File: src/rtl/board_scanner.sv
// Scans a snapshot of an 8x8 board one square per ready/valid beat, flagging legal-move
// destinations and totalling red/white pieces into win flags at the end of each scan.
module board_scanner (
  input  logic         clk,
  input  logic         rst,
  input  logic         start,
  input  logic [191:0] serialized_board,
  input  logic [27:0]  legal_move,
  output logic         sq_valid,
  input  logic         sq_ready,
  output logic [5:0]   sq_loc,
  output logic [2:0]   sq_code,
  output logic         sq_legal,
  output logic         busy,
  output logic         done,
  output logic [6:0]   red_count,
  output logic [6:0]   white_count,
  output logic         red_win,
  output logic         white_win
);

  typedef enum logic [1:0] {StIdle, StScan, StDone} state_e;

  state_e         state_q, state_d;
  logic [191:0]   board_q, board_d;
  logic [27:0]    legal_q, legal_d;
  logic [5:0]     idx_q, idx_d;
  logic [6:0]     red_run_q, red_run_d;
  logic [6:0]     white_run_q, white_run_d;
  logic [6:0]     red_count_q, red_count_d;
  logic [6:0]     white_count_q, white_count_d;
  logic           red_win_q, red_win_d;
  logic           white_win_q, white_win_d;

  logic [7:0]     base;
  logic [2:0]     code;
  logic           red_add, white_add;
  logic [6:0]     red_tot, white_tot;
  logic           legal_hit;
  logic           scanning;

  always_comb begin
    base      = {2'b00, idx_q} * 8'd3;
    code      = board_q[base +: 3];
    red_add   = code[2] & code[1];
    white_add = code[2] & ~code[1];
    red_tot   = red_run_q + {6'd0, red_add};
    white_tot = white_run_q + {6'd0, white_add};
    scanning  = (state_q == StScan);
  end

  // Duplicate slots simply OR together into a single hit.
  always_comb begin
    legal_hit = 1'b0;
    for (int s = 0; s < 4; s++) begin
      if (legal_q[s*7+6] && (legal_q[s*7 +: 6] == idx_q)) legal_hit = 1'b1;
    end
  end

  always_comb begin
    state_d       = state_q;
    board_d       = board_q;
    legal_d       = legal_q;
    idx_d         = idx_q;
    red_run_d     = red_run_q;
    white_run_d   = white_run_q;
    red_count_d   = red_count_q;
    white_count_d = white_count_q;
    red_win_d     = red_win_q;
    white_win_d   = white_win_q;
    unique case (state_q)
      StIdle: begin
        if (start) begin
          board_d     = serialized_board;
          legal_d     = legal_move;
          idx_d       = 6'd0;
          red_run_d   = 7'd0;
          white_run_d = 7'd0;
          state_d     = StScan;
        end
      end
      StScan: begin
        if (sq_ready) begin
          red_run_d   = red_tot;
          white_run_d = white_tot;
          if (idx_q == 6'd63) begin
            // Last beat: publish totals, index stays put rather than wrapping.
            red_count_d   = red_tot;
            white_count_d = white_tot;
            red_win_d     = (white_tot == 7'd0) && (red_tot != 7'd0);
            white_win_d   = (red_tot == 7'd0) && (white_tot != 7'd0);
            state_d       = StDone;
          end else begin
            idx_d = idx_q + 6'd1;
          end
        end
      end
      StDone: state_d = StIdle;
      default: state_d = StIdle;
    endcase
  end

  always_ff @(posedge clk or posedge rst) begin
    if (rst) begin
      state_q       <= StIdle;
      board_q       <= '0;
      legal_q       <= '0;
      idx_q         <= '0;
      red_run_q     <= '0;
      white_run_q   <= '0;
      red_count_q   <= '0;
      white_count_q <= '0;
      red_win_q     <= 1'b0;
      white_win_q   <= 1'b0;
    end else begin
      state_q       <= state_d;
      board_q       <= board_d;
      legal_q       <= legal_d;
      idx_q         <= idx_d;
      red_run_q     <= red_run_d;
      white_run_q   <= white_run_d;
      red_count_q   <= red_count_d;
      white_count_q <= white_count_d;
      red_win_q     <= red_win_d;
      white_win_q   <= white_win_d;
    end
  end

  // Descriptor fields read as zero whenever no descriptor is presented.
  always_comb begin
    sq_valid    = scanning;
    busy        = scanning;
    done        = (state_q == StDone);
    sq_loc      = scanning ? idx_q : 6'd0;
    sq_code     = scanning ? code : 3'd0;
    sq_legal    = scanning & legal_hit;
    red_count   = red_count_q;
    white_count = white_count_q;
    red_win     = red_win_q;
    white_win   = white_win_q;
  end

endmodule

File: config.mk
export PLATFORM = sky130hd
export DESIGN_NAME = board_scanner
export DESIGN_NICKNAME = d
export VERILOG_FILES = /design/src/rtl/board_scanner.sv
export SDC_FILE = /design/constraint.sdc
export NUM_CORES = 1
export LEC_CHECK = 0
export CORE_ASPECT_RATIO = 1.1
export CORE_MARGIN = 2
export CORE_UTILIZATION = 55
export DETAILED_ROUTE_END_ITERATION = 8
export GPL_TIMING_DRIVEN = 0
export HOLD_SLACK_MARGIN = 0.05
export PLACE_DENSITY = 0.85
export SLEW_MARGIN = 30
export SYNTH_ARGS = -nofsm -noshare
export SYNTH_HDL_FRONTEND = slang
export SYNTH_SLANG_ARGS = --single-unit
File: constraint.sdc
create_clock -name clk -period 23.6 [get_ports clk]
set_clock_uncertainty 0.2 [all_clocks]
set_input_delay 4.72 -clock clk [delete_from_list [all_inputs] [get_ports clk]]
set_output_delay 4.72 -clock clk [all_outputs]
set_load 0.01 [all_outputs]
* Word-level counts from Yosys, hierarchy flattened
Cells that the tools add are included.
** Word-level totals
- Logic and storage cells :: 66
- Input bits :: 224
- Output and inout bits :: 29
- Bits in registers :: 258
** Operators by class
- Equality and inequality tests :: 11
- Reductions and logical operators :: 17
- $mul :: 1
- $add $sub $neg :: 3
- Bitwise logic cells :: 4
- Shift operators :: 1
- Muxes and demuxes :: 19
** Operator list (count)
- $shiftx 192x9->3 :: 1
- $pmux 7 s2 :: 2
- $eq 6x6->1 :: 4
- $mux 6 :: 4
- $mux 7 :: 3
- $add 7x1->7 :: 2
- $logic_not 7->1 :: 2
- $reduce_bool 7->1 :: 2
- $pmux 6 s2 :: 1
- $reduce_and 3->1 :: 3
- $mul 6x2->8 const B :: 1
- $add 6x1->6 const B :: 1
- $eq 6x6->1 const B :: 1
- $logic_and 1x1->1 :: 6
- $mux 2 :: 3
- $ne 2x2->1 const B :: 3
- $mux 1 :: 4
- $pmux 2 s2 :: 1
- $reduce_and 4->1 :: 1
- $and 1x1->1 :: 3
- $mux 3 :: 1
- $eq 2x1->1 const B :: 1
- $eq 2x2->1 const B :: 1
- $logic_not 2->1 :: 1
- 4 further kinds :: 4

* Longest topological paths before layout
- Depth in word-level cells :: 7
- Gate-level depth with buffers :: 16
- Depth with buffers taken out :: 12

* Worst setup path after synthesis
Ideal clock, no wire load.
- Kind :: reg2out
- From :: register idx_q[0]
- To :: output port sq_code[0]
- Stages on the path, launching flop included :: 10
- Arrival time :: 1.884 ns
- Required time :: 18.680 ns
- Slack :: 16.796 ns
- Cells stage by stage :: dfrtp_1 > buf_6 > buf_12 > buf_4 > buf_2 > mux2_2 > a22oi_1 > o2111ai_1 > o21ai_1 > o22ai_1
** Between the ends
- Word-level cells in the longest chain between the ends :: 3
** Ends and longest elaborated chain
- from (decl) :: line 27 : logic [5:0] idx_q, idx_d;
- from (signal assigned) :: line 119 : idx_q <= idx_d;
- $mul 6x2->8 :: line 43 : base = {2'b00, idx_q} * 8'd3;
- $shiftx 192x9->3 :: line 44 : code = board_q[base +: 3];
- $mux 3 :: line 135 : sq_code = scanning ? code : 3'd0;
- to (decl) :: line 12 : output logic [2:0] sq_code,
No other way between the ends.

* Worst setup path after layout
- From :: register idx_q[1]
- To :: output port sq_code[1]
Same word-level chain as after synthesis.

==> metrics.txt <==
status finished clean; EDFF count, synth 0; async set or reset register ratio after synthesis 1.00; std cell rows 56; Clock transition at path regs 0.06 ns; CTS tree done; Avg Cell Area, Syn 14.4 µm²; Slew HR 0.321; die area 22,900 µm²; core area 21,300 µm²; DR vias/cell 5.67; leakage power 6.47 nW; largest net degree at the start of global routing 94; drt pass-1 iters 4; Hold Crit Class reg2reg; reg-to-reg critical path startpoint idx_q[1]; hold_buf cts 0; Routed wire per std cell 21.3 µm; vias in the first global route 8,581; Root Driver clkbuf_16; global-route wire length before repair 46.7 mm; CP startpoint idx_q[1]; Non-Filler Instances 1,421; Residual DRC 0; Cells after DPL 1,371; min-delay src red_run_q[0]; Synth Cell Area 11,900 µm²; area grow syn2layout 32.6%; unrepaired setup endpoints after global routing false; synthesized flop and latch total 258; Hold Vio Cnt, Final 0; initial core utilization 0.559; post-CTS setup buffer count 0; All-Layer GR Usage 0.271; crit path DAT 3.45 ns; reg2reg setup slack 19.38 ns; CP endpoint kind output port; # IOs 253; Fmax 120 MHz; register area share after synthesis 0.542; initial antenna violation count 1; max-slew violation count 0; H-tree depth 1; die height 158 µm; CTS Buffer Depth 3; Critical Path RT 18.68 ns; die width 144 µm; worst-skew pair later-pin latency 0.53 ns; grt ovf 0; GP Congestion 0.847; fin crit share 0.355; Internal 1.19 mW; Slew @ Worst Pin 1.02 ns; Switching Fraction 0.297; DR iter-0 viols 380; final wirelength 30.2 mm; Max Cap Violations 0; crit-path max FO 10; vias 8,062; post-route ant nets 0; startpoint types flop; Switch Pwr 0.502 mW; Port Buffer Count 252; Final nets 1,339; Comb pwr share 0.344; PostCTS Resize Cnt 0; Syn. warnings 0; PwrDens 107 nW/µm²; Setup CP Type reg2out; ys flop type dfrtp_1; CTS Sinks 258; number of CTS-inserted buffers 27; Setup TNS 0 ns; synthesized net count 1,055; Setup Viol. Count Final 0; share of layout cells above drive strength 1 0.325; Clock power frac 0.253; Seq pwr share 0.402; library cells used by synthesis 51; maximum vdd drop 60.8 µV; Syn Inst Count 826; HPWL after DPL 22.2 mm; Tmin final 8.37 ns
[logic make-up (layout without fill, tap and decap cells)]
logic type | after synthesis | count (layout) | synth area share
XOR/XNOR | 40 | 40 | 0.0294
flip-flops | 258 | 258 | 0.542
AO/OA/AOI/OAI | 60 | 60 | 0.0319
buffers and inverters | 63 | 367 | 0.0270
AND/OR/NAND/NOR | 110 | 110 | 0.0458
adder cells (fa/ha/maj) | 5 | 5 | 0.00525
multiplexers | 290 | 290 | 0.319
other | 0 | 1 | 0
[stage by stage]
stage	util	hold slack [ns]	instance area (µm²)	setup slack, ns	power [mW]
2_1_floorplan	-	0.245	11900	11.58	1.07
3_3_place_gp	0.695	0.259	14800	8.43	1.24
3_5_place_dp	0.699	0.272	14900	15.79	1.27
4_1_cts	0.741	0.286	15800	15.21	1.70
5_1_grt	0.742	0.312	15800	15.13	1.77
6_report	0.742	0.281	15800	15.23	1.69
[cell usage after synthesis (6+ instances only)]
| master | instances | share of area |
|---|---|---|
| and2_1 | 8 | 0.0042 |
| inv_1 | 6 | 0.0019 |
| mux2i_1 | 9 | 0.0076 |
| mux4_2 | 48 | 0.091 |
| o21ai_0 | 27 | 0.011 |
| nor2_1 | 16 | 0.0050 |
| clkbuf_1 | 23 | 0.0072 |
| xor2_1 | 22 | 0.016 |
| dfrtp_1 | 258 | 0.54 |
| xnor2_1 | 18 | 0.013 |
| nand2_1 | 38 | 0.012 |
| mux2_2 | 232 | 0.22 |
| buf_2 | 25 | 0.011 |
| and3_1 | 6 | 0.0032 |
| nand4_1 | 6 | 0.0032 |
| nor4_1 | 6 | 0.0032 |
| nand3_1 | 12 | 0.0050 |
[path summary, 6_finish.rpt]
kind,to,cells past startpoint
max,sq_code[1],8
min,red_run_q[0],2
max reg2reg,red_win,14
min reg2reg,red_run_q[0],2
max in group asynchronous,legal_q[24],4
min in group asynchronous,board_q[104],2
[critical path, cell delays in order, from the launching register on]
cell             delay (ns)
dfrtp_1                0.37
buf_2                  0.24
clkbuf_1               0.68
mux4_2                 0.43
mux2i_1                0.22
nor2_1                 0.09
o22ai_1                0.25
o22ai_1                0.13
clkdlybuf4s50_1        0.51
[flip-flops by register name, indices dropped and copies added, names as in the netlist]
signal / cells
board_q: 192
idx_q: 6
legal_q: 28
red_count: 7
red_run_q: 7
red_win: 1
state_q: 2
white_count: 7
white_run_q: 7
white_win: 1
[cell usage in the layout (no fill, tap or decap), drive strengths merged, types with 2 or more instances in the layout]
cell / Yosys / layout
nor2b: 3 / 3
nand2b: 5 / 5
a221oi: 2 / 2
o21ai: 30 / 30
mux4: 48 / 48
mux2: 233 / 233
mux2i: 9 / 9
nor2: 16 / 16
clkinv: 0 / 6
xor2: 22 / 22
ha: 5 / 5
nor3: 2 / 2
nand3: 12 / 12
a31o: 2 / 2
clkbuf: 23 / 60
a31oi: 2 / 2
buf: 34 / 37
clkinvlp: 0 / 4
or2: 2 / 2
xnor2: 18 / 18
a21oi: 2 / 2
dfrtp: 258 / 258
bufinv: 0 / 2
o22ai: 5 / 5
o211ai: 2 / 2
inv: 6 / 6
and3: 6 / 6
nor4: 6 / 6
o2111ai: 3 / 3
and2: 8 / 8
clkdlybuf4s50: 0 / 252
nand2: 38 / 38
nand4: 6 / 6
a22oi: 5 / 5
[power groups by stage]
stage / combinational [mW] / sequential (mW) / clock [mW]
floorplan: 0.413 / 0.656 / 0
global placement: 0.565 / 0.676 / 0
detailed placement: 0.582 / 0.685 / 0
CTS: 0.586 / 0.679 / 0.435
global route: 0.624 / 0.697 / 0.452
finish: 0.582 / 0.679 / 0.428
[area by class of cell]
type | count | area [µm²]
multi-input cells | 505 | 5130
diodes | 1 | 2.50
plain buffers | 57 | 299
repair buffers | 255 | 2610
inverters | 6 | 30.0
well taps | 290 | 363
clock buffers | 37 | 783
clock inverters | 12 | 124
fillers | 1463 | 5500
flip-flops and latches | 258 | 6460
[per-layer routing]
metal	share of wire	global-route usage
met5	0	0
met4	0.028	0.0744
met3	0.068	0.0532
met2	0.51	0.478
met1	0.39	0.343
Power figures use the tool's default switching activity.
